## config.mk

```make
export PLATFORM = sky130hd
export DESIGN_NAME = par_fifo
export DESIGN_NICKNAME = d
export VERILOG_FILES = /design/src/rtl/par_fifo.sv
export SDC_FILE = /design/constraint.sdc
export NUM_CORES = 1
export LEC_CHECK = 0
export BUFFER_PORTS_ARGS = -buffer_cell sky130_fd_sc_hd__clkbuf_2
export CAP_MARGIN = 20
export CORE_AREA = 2 2 42 52
export DETAILED_ROUTE_END_ITERATION = 10
export DIE_AREA = 0 0 44 54
export PLACE_DENSITY = 0.74
export SYNTH_ARGS = -nofsm -noshare
export SYNTH_HDL_FRONTEND = slang
export SYNTH_SLANG_ARGS = --single-unit
export TNS_END_PERCENT = 20
```

## constraint.sdc

```tcl
create_clock -name clk -period 2.8 [get_ports clk]
set_clock_uncertainty 0.2 [all_clocks]
set_input_delay 0.28 -clock clk [delete_from_list [all_inputs] [get_ports clk]]
set_output_delay 0.28 -clock clk [all_outputs]
set_load 0.02 [all_outputs]
```

## src/rtl/par_fifo.sv

```systemverilog
// -----------------------------------------------------------------------------
// par_fifo -- circular-buffer FIFO with parallel (multi-element) write and read.
//
// Each accepted write pushes PAR_WRITE elements and each accepted read pops
// PAR_READ elements. Pointers are element-granular and wrap modulo MEM_SIZE,
// so a group may straddle the end of the storage array even when MEM_SIZE is
// not a multiple of the group width.
//
// Ports:
//   clk    in   rising-edge clock for all state
//   rstn   in   asynchronous active-low reset (clears pointers and count)
//   clear  in   synchronous flush; wins over wen/ren in the same cycle
//   wen    in   write request, honoured only while ready=1
//   ren    in   read request, honoured only while valid=1
//   din    in   PAR_WRITE elements, element 0 (oldest) in the LSBs
//   dout   out  PAR_READ oldest stored elements, element 0 in the LSBs;
//               combinational, meaningful only while valid=1
//   full   out  count == MEM_SIZE
//   empty  out  count == 0
//   valid  out  at least PAR_READ elements stored
//   ready  out  room for at least PAR_WRITE more elements
// -----------------------------------------------------------------------------
module par_fifo #(
    parameter int SIZE      = 2,
    parameter int MEM_SIZE  = 4,
    parameter int PAR_WRITE = 2,
    parameter int PAR_READ  = 3
) (
    input  logic                        clk,
    input  logic                        rstn,
    input  logic                        clear,
    input  logic                        wen,
    input  logic                        ren,
    input  logic [PAR_WRITE*SIZE-1:0]   din,
    output logic [PAR_READ*SIZE-1:0]    dout,
    output logic                        full,
    output logic                        empty,
    output logic                        valid,
    output logic                        ready
);

    localparam int ADDR_W = $clog2(MEM_SIZE);
    localparam int CNT_W  = $clog2(MEM_SIZE + 1);

    // One extra bit on pointer arithmetic so base+offset (< 2*MEM_SIZE)
    // never overflows before the modulo correction.
    localparam logic [ADDR_W:0]  MEM_EXT   = (ADDR_W+1)'(MEM_SIZE);
    localparam logic [ADDR_W:0]  WR_STEP   = (ADDR_W+1)'(PAR_WRITE);
    localparam logic [ADDR_W:0]  RD_STEP   = (ADDR_W+1)'(PAR_READ);

    localparam logic [CNT_W-1:0] CNT_FULL      = CNT_W'(MEM_SIZE);
    localparam logic [CNT_W-1:0] CNT_READY_MAX = CNT_W'(MEM_SIZE - PAR_WRITE);
    localparam logic [CNT_W-1:0] CNT_WR        = CNT_W'(PAR_WRITE);
    localparam logic [CNT_W-1:0] CNT_RD        = CNT_W'(PAR_READ);

    // (base + off) mod MEM_SIZE, valid for base < MEM_SIZE and off <= MEM_SIZE,
    // so a single conditional subtract is enough.
    function automatic logic [ADDR_W-1:0] wrap_add(
        input logic [ADDR_W-1:0] base,
        input logic [ADDR_W:0]   off
    );
        logic [ADDR_W:0] sum;
        sum = {1'b0, base} + off;
        if (sum >= MEM_EXT) begin
            sum = sum - MEM_EXT;
        end
        return sum[ADDR_W-1:0];
    endfunction

    logic [SIZE-1:0]   mem [MEM_SIZE];

    logic [ADDR_W-1:0] wptr_reg;
    logic [ADDR_W-1:0] rptr_reg;
    logic [CNT_W-1:0]  count_reg;
    logic [ADDR_W-1:0] wptr_next;
    logic [ADDR_W-1:0] rptr_next;
    logic [CNT_W-1:0]  count_next;

    logic [ADDR_W-1:0] wr_idx [PAR_WRITE];
    logic [ADDR_W-1:0] rd_idx [PAR_READ];

    logic do_write;
    logic do_read;

    // Status flags are pure decodes of the registered count, so acceptance
    // depends only on pre-edge occupancy (no same-cycle bypass).
    assign full  = (count_reg == CNT_FULL);
    assign empty = (count_reg == '0);
    assign valid = (count_reg >= CNT_RD);
    assign ready = (count_reg <= CNT_READY_MAX);

    assign do_write = wen && ready && !clear;
    assign do_read  = ren && valid && !clear;

    genvar gi;
    generate
        for (gi = 0; gi < PAR_WRITE; gi++) begin : g_wr_idx
            assign wr_idx[gi] = wrap_add(wptr_reg, (ADDR_W+1)'(gi));
        end
        for (gi = 0; gi < PAR_READ; gi++) begin : g_rd
            assign rd_idx[gi] = wrap_add(rptr_reg, (ADDR_W+1)'(gi));
            assign dout[gi*SIZE +: SIZE] = mem[rd_idx[gi]];
        end
    endgenerate

    always_comb begin
        wptr_next  = wptr_reg;
        rptr_next  = rptr_reg;
        count_next = count_reg;
        if (do_write) begin
            wptr_next = wrap_add(wptr_reg, WR_STEP);
        end
        if (do_read) begin
            rptr_next = wrap_add(rptr_reg, RD_STEP);
        end
        // Modular add/sub is safe: ready/valid guarantee no over/underflow.
        case ({do_write, do_read})
            2'b10:   count_next = count_reg + CNT_WR;
            2'b01:   count_next = count_reg - CNT_RD;
            2'b11:   count_next = count_reg + CNT_WR - CNT_RD;
            default: count_next = count_reg;
        endcase
    end

    always_ff @(posedge clk or negedge rstn) begin
        if (!rstn) begin
            wptr_reg  <= '0;
            rptr_reg  <= '0;
            count_reg <= '0;
        end else if (clear) begin
            wptr_reg  <= '0;
            rptr_reg  <= '0;
            count_reg <= '0;
        end else begin
            wptr_reg  <= wptr_next;
            rptr_reg  <= rptr_next;
            count_reg <= count_next;
        end
    end

    // Storage is deliberately not reset; stale data is unreachable once the
    // pointers and count are cleared.
    always_ff @(posedge clk) begin
        if (do_write) begin
            for (int i = 0; i < PAR_WRITE; i++) begin
                mem[wr_idx[i]] <= din[i*SIZE +: SIZE];
            end
        end
    end

endmodule

```

# After elaboration in Yosys (flattened, before gate mapping)
# Memories as Yosys holds them, arrays and structs flattened.
# Index checks and enable logic that the tools add are counted.
word_totals:
  register_bits: 7
  ram_bits: 8
  input_bits: 9
  output_inout_bits: 10
  n_memories: 1
op_classes:
  addsub: 15
  order_cmp: 9
  eq_ne: 4
  muxes: 15
  n_reduce_logical: 9
memory_table:
  columns: ["name", "depth", "word_bits", "read_ports", "rd_ports_with_merged_regs", "wr", "line", "text"]
  rows:
  - ["mem", 4, 2, 3, 0, 2, "70", "logic [SIZE-1:0] mem [MEM_SIZE];"]
ops:
  columns: ["cell", "n"]
  rows:
  - ["2-bit two-way mux", 11]
  - ["3-bit greater-or-equal comparator, second input constant", 5]
  - ["2-bit by 1-bit subtractor with 2-bit output, second input constant", 7]
  - ["2-bit by 2-bit adder with 3-bit output, second input constant", 3]
  - ["3-bit case mux with 3 select lines", 1]
  - ["2-bit by 1-bit adder with 3-bit output, second input constant", 2]
  - ["2-bit by 3-bit greater-or-equal comparator with 1-bit output, second input constant", 2]
  - ["3-bit by 2-bit subtractor with 3-bit output, second input constant", 2]
  - ["2-bit equality test, second input constant", 2]
  - ["1-bit logical AND", 4]
  - ["2-bit nonzero test", 2]
  - ["4-bit nonzero test", 1]
  - ["3-bit by 2-bit adder with 3-bit output, second input constant", 1]
  - ["3-bit equality test, second input constant", 1]
  - ["3-bit by 2-bit greater-or-equal comparator with 1-bit output, second input constant", 1]
  - ["3-bit by 2-bit less-or-equal comparator with 1-bit output, second input constant", 1]
  - ["3-bit zero test", 1]
  - ["3-bit two-way mux", 1]
  - ["2-bit by 1-bit equality test with 1-bit output, second input constant", 1]
  - ["1-bit two-way mux", 2]
  - ["1-bit zero test", 1]

# Depth between registers and ports, before layout
# Gate-level depths: netlist (run 1).
logic_depth:
  depth_word: 6
  mapped_depth: 6
  depth_no_buf: 6

# Least setup slack after synthesis (run 1)
# No wires, ideal clock.
synth_path:
  path_kind: "register -> register"
  from: "reg count_reg[0]"
  to: "reg count_reg[1]"
  arrival_ps: 1704
  setup_slack_ps: 769
  path_stages_with_launch: 7
  path_buffers: 0
  period_less_slack_ps: 2031
  cell_sequence: "dfrtp_1 ha_1 ha_1 a211o_4 nand2_4 mux2i_1 mux2_1"
synth_via:
  elab_chain_len: 6
synth_rtl:
  columns: ["element", "line", "text"]
  rows:
  - ["start: declaration", "74", "logic [CNT_W-1:0] count_reg;"]
  - ["start signal: assignment", "137", "count_reg <= count_next;"]
  - ["3-bit by 2-bit greater-or-equal comparator with 1-bit output (*)", "89", "assign valid = (count_reg >= CNT_RD);"]
  - ["named net valid", "38", "output logic valid,"]
  - ["1-bit logical AND (*) (2 in series)", "93", "assign do_read = ren && valid && !clear;"]
  - ["2-bit equality test or 2-bit by 1-bit equality test with 1-bit output (tied branches)", "117", "case ({do_write, do_read})"]
  - ["3-bit case mux with 3 select lines", "117", null]
  - ["3-bit two-way mux", "130", "end else if (clear) begin"]
# Mark *: on every way through the listed nets, which the timed path passes. The rest lies on a longest branch.
# A chain may end at the register's enable or synchronous reset.

==> impl_results.md, run 1 <==
- Type of the setup path with the least slack: reg -> reg
- Layout Nets: 104
- Post-layout min period: 2.12 ns
- RSZ-0062 raised after global routing: false
- Number of buffers added on ports: 18
- Main synth FF type: edfxtp_1
- Number of sinks handled by clock tree synthesis: 14
- Async S/R FF share, synth: 42.9%
- Critical Path End Type: flop
- Chip Width: 44 um
- VDD IR max: 0.464 mV
- Max-cap violations: 0
- WP data arrival: 1.94 ns
- Unique cell type count in the Yosys netlist: 31
- Overall via count from detail_route: 589
- IO Pins: 19
- Hold Path Stages: 1
- Drt total wl: 1.44 mm
- Via density per instance: 5.50
- Detailed-router iteration count before antenna repair: 4
- Area delta synth->final: 14.1%
- DRC violation count after routing: 0
- Highest Clock Rate: 0.472 GHz
- Fill cell count: 160
- Post-cts resize count: 0
- Status: finished, final reports clean
- Total power divided by cell area: 767 nW/um2
- Maximum clock path buffer count: 2
- Pin count of the biggest net entering global routing: 12
- Sum of negative setup slack: 0 ns
- Number of instances in the synthesized netlist: 71
- Residual overflow from global routing: 0
- Die boundary height: 54 um
- Critical path buffers and inverters: 1
- Area of the mapped netlist: 940 um2
- Worst-case headroom to the max-slew limit: 72.0%
- Worst Reg2Reg Path Length in Cells: 6
- Maximum fanout count along the critical path: 8
- Routed wire length per instance: 13.5 um
- TritonCTS clock tree: built
- Tightest Hold Check Type: in -> reg
- Starting density of the core: 48.5%
- Flip-flop count of the largest register, all copies and words added: 8
- Initial drt markers: 16
- Setup repair bufs after CTS: 0
- Slew @ Worst Pin: 0.419 ns
- Placer congestion estimate: 0.788
- H-tree levels: 1
- Clock latency of the later-clocked register in the worst-skew pair: 0.28 ns
- Slowest Stage Delay on Critical Path: 0.43 ns
- First-pass GRT wire length: 2.46 mm
- Count of antenna diodes in the layout: 0
- Worst Slack Setup Final: 0.683 ns
- Area of the core: 1940 um2
- CP Depth: 6
- Leading cell types in the layout, fill and taps excluded: 18 x clkbuf_2, 8 x edfxtp_1, 7 x ha_1
- Slew Viols, Final: 0
- Final core area utilization: 55.4%
- Vias in the first global route: 562
- Pre-CTS WS: 0.691 ns
- Required time of the critical path: 2.62 ns
- Floorplan die area: 2380 um2
- EDFF count, synth: 8
- Number of warnings issued by yosys: 0
- Yosys reg bits: 14
- Most common cell after layout, fill and taps aside: clkbuf_2
- Sequential-to-total area share from yosys stat: 41.5%
- Clk pin slew, worst setup/hold paths: 0.09 ns
- Row cnt: 18
- Library cell used as clock root buffer: clkbuf_4
- Critical path, cell by cell: inv_1 > ha_1 > nor2b_2 > o21ai_4 > nor3_2 > mux2_2
- Fraction of final layout cells sized beyond drive strength 1: 47.1%
- Setup violations, final: 0
- Post-synthesis average cell area: 13.2 um2
- Number of hold buffers added after CTS: 1
- Kind of cell adding the most delay to the critical path: simple AND/OR/NAND/NOR gates
- Slowest stage cell on the critical path: dfrtp_1
- Kind of launch point of the worst setup path: flop
- Final antenna-violating net count: 0
- Net count of the mapped netlist: 87
- Number of antenna violations at the first check in global routing: 0
- Global Route Usage Sum: 14.3%
- Detailed Place HPWL: 1.17 mm
- Pleak: 0.452 nW
- Ratio of final minimum period to clock period: 75.6%
- Final hold violation count: 0
- Number of buffers inserted during clock tree synthesis: 3
==> cell type report <==
type,count,area (um2),area share [%]
Multi-Input combinational cell,47,509,47.5
Tap cell,20,25.0,2.33
Clock buffer,4,36.3,3.38
Sequential cell,14,390,36.4
Timing Repair Buffer,19,100,9.33
Inverter,3,11.3,1.05
==> worst reg2reg max path, stage by stage (launching register included) <==
cell and delay (ns):
dfrtp_1 0.43, inv_1 0.13, ha_1 0.15, nor2b_2 0.18, o21ai_4 0.12, nor3_2 0.28
mux2_2 0.38
==> cell families after synthesis <==
logic type | Yosys count | synth area share [%]
xor+xnor | 3 | 2.80
flops | 14 | 41.5
buf+inv | 10 | 4.26
simple gates | 17 | 12.9
fa+ha+maj | 7 | 9.32
compound gates | 8 | 7.72
mux | 12 | 21.4
==> stage by stage <==
| step | hold slack, ns | cells | total power, W | cell area [um2] |
|---|---|---|---|---|
| 2_1_floorplan | -0.216 | 71 | 0.000596 | 940 |
| 3_3_place_gp | -0.0853 | 102 | 0.000674 | 1030 |
| 3_5_place_dp | -0.0806 | 102 | 0.000684 | 1030 |
| 4_1_cts | 0.0219 | 107 | 0.000829 | 1070 |
| 5_1_grt | 0.0218 | 107 | 0.000873 | 1070 |
| 6_report | 0.0274 | 107 | 0.000822 | 1070 |
==> report_power, final <==
group	switching, W	total, W	internal (W)
logic	0.000199	0.000377	0.000178
clock network	0.0000640	0.000143	0.0000790
registers	0.0000467	0.000302	0.000255
==> cell usage after synthesis, types with 2 or more instances <==
| master | number | area (um2) |
|---|---|---|
| edfxtp_1 | 8 | 240 |
| ha_1 | 7 | 87.6 |
| dfrtp_1 | 6 | 150 |
| mux4_2 | 6 | 135 |
| clkbuf_1 | 5 | 18.8 |
| mux2_2 | 4 | 45.0 |
| nor2_1 | 4 | 15.0 |
| a21oi_1 | 3 | 15.0 |
| inv_1 | 3 | 11.3 |
| buf_2 | 2 | 10.0 |
| nor3_1 | 2 | 10.0 |
| xor2_1 | 2 | 17.5 |
==> final timing paths <==
| path | from | to | slack (ns) |
|---|---|---|---|
| max | count_reg[0]$_DFFE_PN0P_ | mem[1][1]$_DFFE_PP_ | 0.68 |
| max reg2reg | count_reg[0]$_DFFE_PN0P_ | mem[1][1]$_DFFE_PP_ | 0.68 |
| min in group asynchronous | rstn | count_reg[2]$_DFFE_PN0P_ | 0.16 |
| min reg2reg | wptr_reg[1]$_DFFE_PN0N_ | wptr_reg[1]$_DFFE_PN0N_ | 0.44 |
| max in group asynchronous | rstn | wptr_reg[1]$_DFFE_PN0N_ | 2.07 |
| min | din[0] | mem[2][0]$_DFFE_PP_ | 0.03 |
==> routing by layer <==
| metal | vias to the layer above | global-route usage (%) | routed length, um |
|---|---|---|---|
| met5 | - | 0 | 0 |
| li1 | 290 | - | - |
| met4 | 0 | 6.06 | 11 |
| met2 | 8 | 25.7 | 780 |
| met1 | 289 | 16.8 | 610 |
| met3 | 2 | 2.35 | 39 |
(Power assumes the default switching activity.)
==> run 2: changes to the inputs <==
--- a/config.mk
+++ b/config.mk
@@ -7,10 +7,10 @@
 export LEC_CHECK = 0
 export BUFFER_PORTS_ARGS = -buffer_cell sky130_fd_sc_hd__clkbuf_2
 export CAP_MARGIN = 20
-export CORE_AREA = 2 2 42 52
+export CORE_AREA = 2 2 44 54
 export DETAILED_ROUTE_END_ITERATION = 10
-export DIE_AREA = 0 0 44 54
-export PLACE_DENSITY = 0.74
+export DIE_AREA = 0 0 46 56
+export PLACE_DENSITY = 0.71
 export SYNTH_ARGS = -nofsm -noshare
 export SYNTH_HDL_FRONTEND = slang
 export SYNTH_SLANG_ARGS = --single-unit
==> constraint.sdc (replaced) <==
create_clock -name clk -period 1.7 [get_ports clk]
set_clock_uncertainty 0.2 [all_clocks]
set_input_delay 0.17 -clock clk [delete_from_list [all_inputs] [get_ports clk]]
set_output_delay 0.17 -clock clk [all_outputs]
set_load 0.02 [all_outputs]
==> run 2 against run 1 <==
Compared with the run above: the run now ends with setup timing left; combinational power rose to 2.6 times the previous value; register-to-register slack worse by 1.0 ns; first-iteration DRC count down 44%; wire length up 39%; critical path depth unchanged; clock power up 35%; die area up 8.4%; utilization up 12 points.
==> impl_results.md, run 2 (synthesized netlist as in run 1, its figures left out) <==
- Status: finished with violations
- Violations in the final reports: setup timing
- Post-Place Cell Area: 1130 um2
- Slew Viols, Final: 0
- Row cnt: 18
- Setup violations, final: 28
- Endpoint of the worst hold path: mem[3][1]$_DFFE_PP_
- DRC violation count after routing: 0
- Initial drt markers: 9
- Required time of the critical path: 1.68 ns
- IO Pins: 19
- Total power divided by cell area: 1220 nW/um2
- Flip-flop count of the largest register, all copies and words added: 8
- VDD IR max: 0.785 mV
- FF-to-FF Start: count_reg[1]$_DFFE_PN0P_
- Clock share of power: 11.5%
- Post-route cell area: 1380 um2
- Detailed Place HPWL: 1.34 mm
- H-tree levels: 1
- Floorplan die area: 2580 um2
- Number of sinks handled by clock tree synthesis: 14
- Part of the power in combinational logic: 58.2%
- First-pass GRT wire length: 3.24 mm
- Ratio of final minimum period to clock period: 119%
- Post-layout min period: 2.02 ns
- Pleak: 0.579 nW
- Placer congestion estimate: 0.757
- Net load switching power: 0.000630 W
- WP data arrival: 2.00 ns
- Clock latency of the later-clocked register in the worst-skew pair: 0.29 ns
- Fill cell count: 149
- Routed wire length per instance: 15.4 um
- Tightest Hold Check Type: in -> reg
- TritonCTS clock tree: built
- Reg2Reg Capture Point: count_reg[1]$_DFFE_PN0P_
- Worst-case headroom to the max-slew limit: 82.5%
- Kind of launch point of the worst setup path: flop
- Detailed-router iteration count before antenna repair: 4
- Reg power frac: 30.3%
- RSZ-0062 raised after global routing: true
- Number of buffers inserted during clock tree synthesis: 3
- Pin count of the biggest net entering global routing: 9
- Global Route Usage Sum: 17.0%
- Drt total wl: 2.00 mm
- Flop2flop setup slack: -0.32 ns
- Via density per instance: 5.33
- Type of the setup path with the least slack: reg -> reg
- Slew @ Worst Pin: 0.262 ns
- Library cell used as clock root buffer: clkbuf_4
- Sw Ratio: 37.5%
- Overall via count from detail_route: 693
- Fraction of final layout cells sized beyond drive strength 1: 66.4%
- Highest Clock Rate: 0.496 GHz
- Chip Width: 46 um
- Final core area utilization: 67.8%
- Area of the core: 2030 um2
- Most common cell after layout, fill and taps aside: buf_4
- Area delta synth->final: 46.3%
- Number of antenna violations at the first check in global routing: 0
- Number of buffers added on ports: 18
- Layout Nets: 127
- Critical Path End Type: flop
- Starting density of the core: 46.4%
- Leading cell types in the layout, fill and taps excluded: 16 x buf_4, 9 x clkbuf_2, 8 x edfxtp_1
- Maximum fanout count along the critical path: 5
- Total power draw: 0.00168 W
- Residual overflow from global routing: 0
- Clk pin slew, worst setup/hold paths: 0.08 ns
- Max-cap violations: 0
- Vias in the first global route: 746
- Final hold violation count: 0
- Sum of negative setup slack: -4.71 ns
- Maximum clock path buffer count: 2
- Die boundary height: 56 um
- Hold Path Stages: 2
- Final antenna-violating net count: 0
- Worst Reg2Reg Path Length in Cells: 6
- Worst Slack Setup Final: -0.318 ns
- Count of antenna diodes in the layout: 0
- Startpoint of the worst hold path: din[3]
- Internal power component: 0.00105 W
==> run 2: stage by stage <==
stage | hold WS, ns | instances | worst slack (ns)
floorplan | -0.326 | 71 | -0.331
global placement | -0.194 | 116 | -0.327
detailed placement | -0.190 | 116 | -0.381
CTS | 0.00164 | 129 | -0.309
global route | 0.0304 | 130 | -0.374
finish | 0.0163 | 130 | -0.318
==> run 2: worst max path at each step <==
stage | slack (ns) | cells past startpoint | end | start
floorplan | -0.33 | 6 | count_reg[1]$_DFFE_PN0P_ | count_reg[0]$_DFFE_PN0P_
global placement | -0.33 | 6 | count_reg[1]$_DFFE_PN0P_ | count_reg[1]$_DFFE_PN0P_
detailed placement | -0.38 | 6 | count_reg[1]$_DFFE_PN0P_ | count_reg[1]$_DFFE_PN0P_
CTS | -0.31 | 6 | count_reg[1]$_DFFE_PN0P_ | count_reg[1]$_DFFE_PN0P_
global route | -0.37 | 6 | mem[3][1]$_DFFE_PP_ | count_reg[1]$_DFFE_PN0P_
finish | -0.32 | 6 | count_reg[1]$_DFFE_PN0P_ | count_reg[1]$_DFFE_PN0P_
==> run 2: layer usage <==
| metal | routed length [um] | GRT usage (%) |
|---|---|---|
| met5 | 0 | 0 |
| met3 | 53 | 2.92 |
| met4 | 45 | 7.35 |
| met2 | 1100 | 27.8 |
| met1 | 796 | 21.1 |
==> run 2: cell type report <==
class	count	area [um2]	area share, %
Inverter	3	11.3	0.819
Clock inverter	1	3.75	0.273
Timing Repair Buffer	42	315	22.9
Clock buffer	3	22.5	1.64
Multi-Input combinational cell	47	602	43.8
Sequential cell	14	395	28.8
Tap cell	20	25.0	1.82
==> run 2: power groups by stage <==
stage	logic, W	clock network (W)	registers (W)
2_1_floorplan	0.000515	0	0.000467
4_1_cts	0.000914	0.000197	0.000503
3_5_place_dp	0.000742	0	0.000497
5_1_grt	0.00106	0.000216	0.000519
6_report	0.000978	0.000193	0.000509
3_3_place_gp	0.000728	0	0.000491
==> run 2: what timing repair did <==
action	in CTS	in global routing
resized for setup	19	20
hold buffers	4	0
endpoints found under the setup margin	27	28
hold endpoints to repair	11	0
setup buffers	5	1
gates cloned	0	0
pin swaps	1	5
==> run 2: critical path, cell delays in order (launching register included) <==
cell,delay (ns)
dfrtp_2,0.47
ha_4,0.19
ha_4,0.14
a211o_4,0.28
nand2_4,0.08
mux2i_4,0.23
mux2_4,0.31
==> run 3: changes to the inputs <==
--- a/config.mk
+++ b/config.mk
@@ -7,10 +7,13 @@
 export LEC_CHECK = 0
 export BUFFER_PORTS_ARGS = -buffer_cell sky130_fd_sc_hd__clkbuf_2
 export CAP_MARGIN = 20
-export CORE_AREA = 2 2 44 54
+export CELL_PAD_IN_SITES_DETAIL_PLACEMENT = 1
+export CELL_PAD_IN_SITES_GLOBAL_PLACEMENT = 1
+export CORE_AREA = 2 2 49 60
+export CTS_CLUSTER_DIAMETER = 150
 export DETAILED_ROUTE_END_ITERATION = 10
-export DIE_AREA = 0 0 46 56
-export PLACE_DENSITY = 0.71
+export DIE_AREA = 0 0 51 62
+export PLACE_DENSITY_LB_ADDON = 0.1
 export SYNTH_ARGS = -nofsm -noshare
 export SYNTH_HDL_FRONTEND = slang
 export SYNTH_SLANG_ARGS = --single-unit
==> run 3 against run 2 <==
Compared with the run above: the flow still finishes with violations (setup timing); sequential power barely moved; highest routed layer unchanged; critical endpoint is now mem[3][1]$_DFFE_PP_; clock power fell by 4%; via count rose by 0.43%; clock-buffer cell count did not move; critical path type unchanged.
==> impl_results.md, run 3 (synthesized netlist as in run 1, its figures left out) <==
- Status: finished with violations
- Violations in the final reports: setup timing
- Placer congestion estimate: 0.737
- Final hold violation count: 0
- Hold Path Stages: 2
- Number of buffers inserted during clock tree synthesis: 3
- Part of the power in combinational logic: 56.1%
- Ratio of final minimum period to clock period: 120%
- Area delta synth->final: 44.5%
- Global Route Usage Sum: 16.1%
- Maximum fanout count along the critical path: 4
- Final antenna-violating net count: 0
- Clock latency of the later-clocked register in the worst-skew pair: 0.28 ns
- Slew Viols, Final: 0
- Maximum clock path buffer count: 2
- Detailed-router iteration count before antenna repair: 2
- Fill cell count: 287
- Flop2flop setup slack: -0.34 ns
- Fraction of final layout cells sized beyond drive strength 1: 64.2%
- Detailed Place HPWL: 1.67 mm
- Tightest Hold Check Type: in -> reg
- Required time of the critical path: 1.53 ns
- Overall via count from detail_route: 696
- Via density per instance: 4.87
- Internal power component: 0.000982 W
- Max-cap violations: 0
- VDD IR max: 0.587 mV
- H-tree levels: 1
- Flip-flop count of the largest register, all copies and words added: 8
- Pre-CTS WS: -0.374 ns
- Clock share of power: 11.8%
- Sw Ratio: 37.8%
- Post-Place Cell Area: 1150 um2
- Worst Reg2Reg Path Length in Cells: 6
- Die boundary height: 62 um
- Net load switching power: 0.000596 W
- Slew @ Worst Pin: 0.298 ns
- IO Pins: 19
- Setup violations, final: 27
- Area of combinational cells with multiple inputs: 579 um2
- RSZ-0062 raised after global routing: true
- Most common cell after layout, fill and taps aside: buf_4
- Vias in the first global route: 743
- Initial drt markers: 2
- Startpoint of the worst hold path: din[2]
- Count of antenna diodes in the layout: 0
- Critical Path End Type: flop
- Residual overflow from global routing: 0
- WP data arrival: 1.86 ns
- Kind of launch point of the worst setup path: flop
- FF+latch area: 394 um2
- Layout Nets: 127
- TritonCTS clock tree: built
- Clk pin slew, worst setup/hold paths: 0.09 ns
- Reg power frac: 32.1%
- Reg2Reg Capture Point: mem[3][1]$_DFFE_PP_
- Leading cell types in the layout, fill and taps excluded: 17 x buf_4, 9 x clkbuf_2, 8 x edfxtp_1
- FF-to-FF Start: count_reg[0]$_DFFE_PN0P_
- Number of buffers added on ports: 18
- Chip Width: 51 um
- Routed wire length per instance: 15.6 um
- Number of sinks handled by clock tree synthesis: 14
- Area of the core: 2650 um2
- Library cell used as clock root buffer: clkbuf_4
- Post-layout min period: 2.04 ns
- Floorplan die area: 3160 um2
- First-pass GRT wire length: 3.56 mm
- DRC violation count after routing: 0
- Pleak: 0.577 nW
- Post-route cell area: 1360 um2
- Pin count of the biggest net entering global routing: 8
- Starting density of the core: 35.4%
- Total power divided by cell area: 1160 nW/um2
- Worst Slack Setup Final: -0.336 ns
- Worst hold-check slack: 0.0250 ns
- Endpoint of the worst hold path: mem[3][0]$_DFFE_PP_
- Highest Clock Rate: 0.491 GHz
- Total power draw: 0.00158 W
- Type of the setup path with the least slack: reg -> reg
- Drt total wl: 2.23 mm
- Number of antenna violations at the first check in global routing: 0
- Worst-case headroom to the max-slew limit: 80.1%
- Row cnt: 21
==> run 3: cell count changes in the layout (fill, tap and decap cells not counted), sizes merged <==
cell	before	now
clkinv	1	0
==> run 3: how the worst max path moves through the flow <==
| stage | slack, ns | startpoint | endpoint | cells after the start |
|---|---|---|---|---|
| floorplan | -0.33 | count_reg[0]$_DFFE_PN0P_ | count_reg[1]$_DFFE_PN0P_ | 6 |
| global placement | -0.35 | count_reg[1]$_DFFE_PN0P_ | count_reg[1]$_DFFE_PN0P_ | 6 |
| detailed placement | -0.37 | count_reg[1]$_DFFE_PN0P_ | count_reg[1]$_DFFE_PN0P_ | 6 |
| CTS | -0.32 | count_reg[1]$_DFFE_PN0P_ | valid | 5 |
| global route | -0.41 | count_reg[0]$_DFFE_PN0P_ | mem[3][1]$_DFFE_PP_ | 6 |
| finish | -0.34 | count_reg[0]$_DFFE_PN0P_ | mem[3][1]$_DFFE_PP_ | 6 |
==> run 3: area by class of cell <==
class / count / area share [%]
inverter: 3 / 0.829
timing repair buffer: 42 / 22.7
clock buffer: 3 / 1.66
tap: 34 / 3.13
multi-input combinational: 47 / 42.7
sequential: 14 / 29.0
==> run 3: power by group through the flow <==
stage / Sequential [W] / Clock, W / Combinational [W]
6_report: 0.000507 / 0.000186 / 0.000885
3_5_place_dp: 0.000501 / 0 / 0.000753
4_1_cts: 0.000504 / 0.000195 / 0.000851
5_1_grt: 0.000517 / 0.000207 / 0.000955
2_1_floorplan: 0.000467 / 0 / 0.000515
3_3_place_gp: 0.000497 / 0 / 0.000744
==> run 3: metrics by stage <==
stage	cells	TNS, ns	utilization [%]
global placement	130	-2.57	43.3
floorplan	71	-1.62	-
finish	143	-4.62	51.2
global route	143	-6.29	51.2
detailed placement	130	-3.02	43.3
CTS	142	-4.23	49.7
==> run 3: critical path, stage by stage (launching register included) <==
cell	delay (ns)
dfrtp_1	0.44
inv_2	0.10
ha_4	0.12
nor2b_4	0.17
o21ai_4	0.09
nor3b_4	0.32
mux2_4	0.34
==> run 3: what timing repair did <==
| action | 4_1_cts | 5_1_grt |
|---|---|---|
| endpoints found under the setup margin | 27 | 28 |
| pin swaps | 2 | 5 |
| setup buffers | 5 | 1 |
| resized for setup | 17 | 17 |
| hold buffers | 4 | 0 |
| gates cloned | 0 | 0 |
| hold endpoints to repair | 11 | 0 |
==> run 3: routing by layer <==
metal	vias to the layer above	wire, um	GRT usage, %
met5	-	0	0
met2	12	1380	34.3
met1	346	772	14.6
met3	2	52	1.67
li1	336	-	-
met4	0	27	9.27
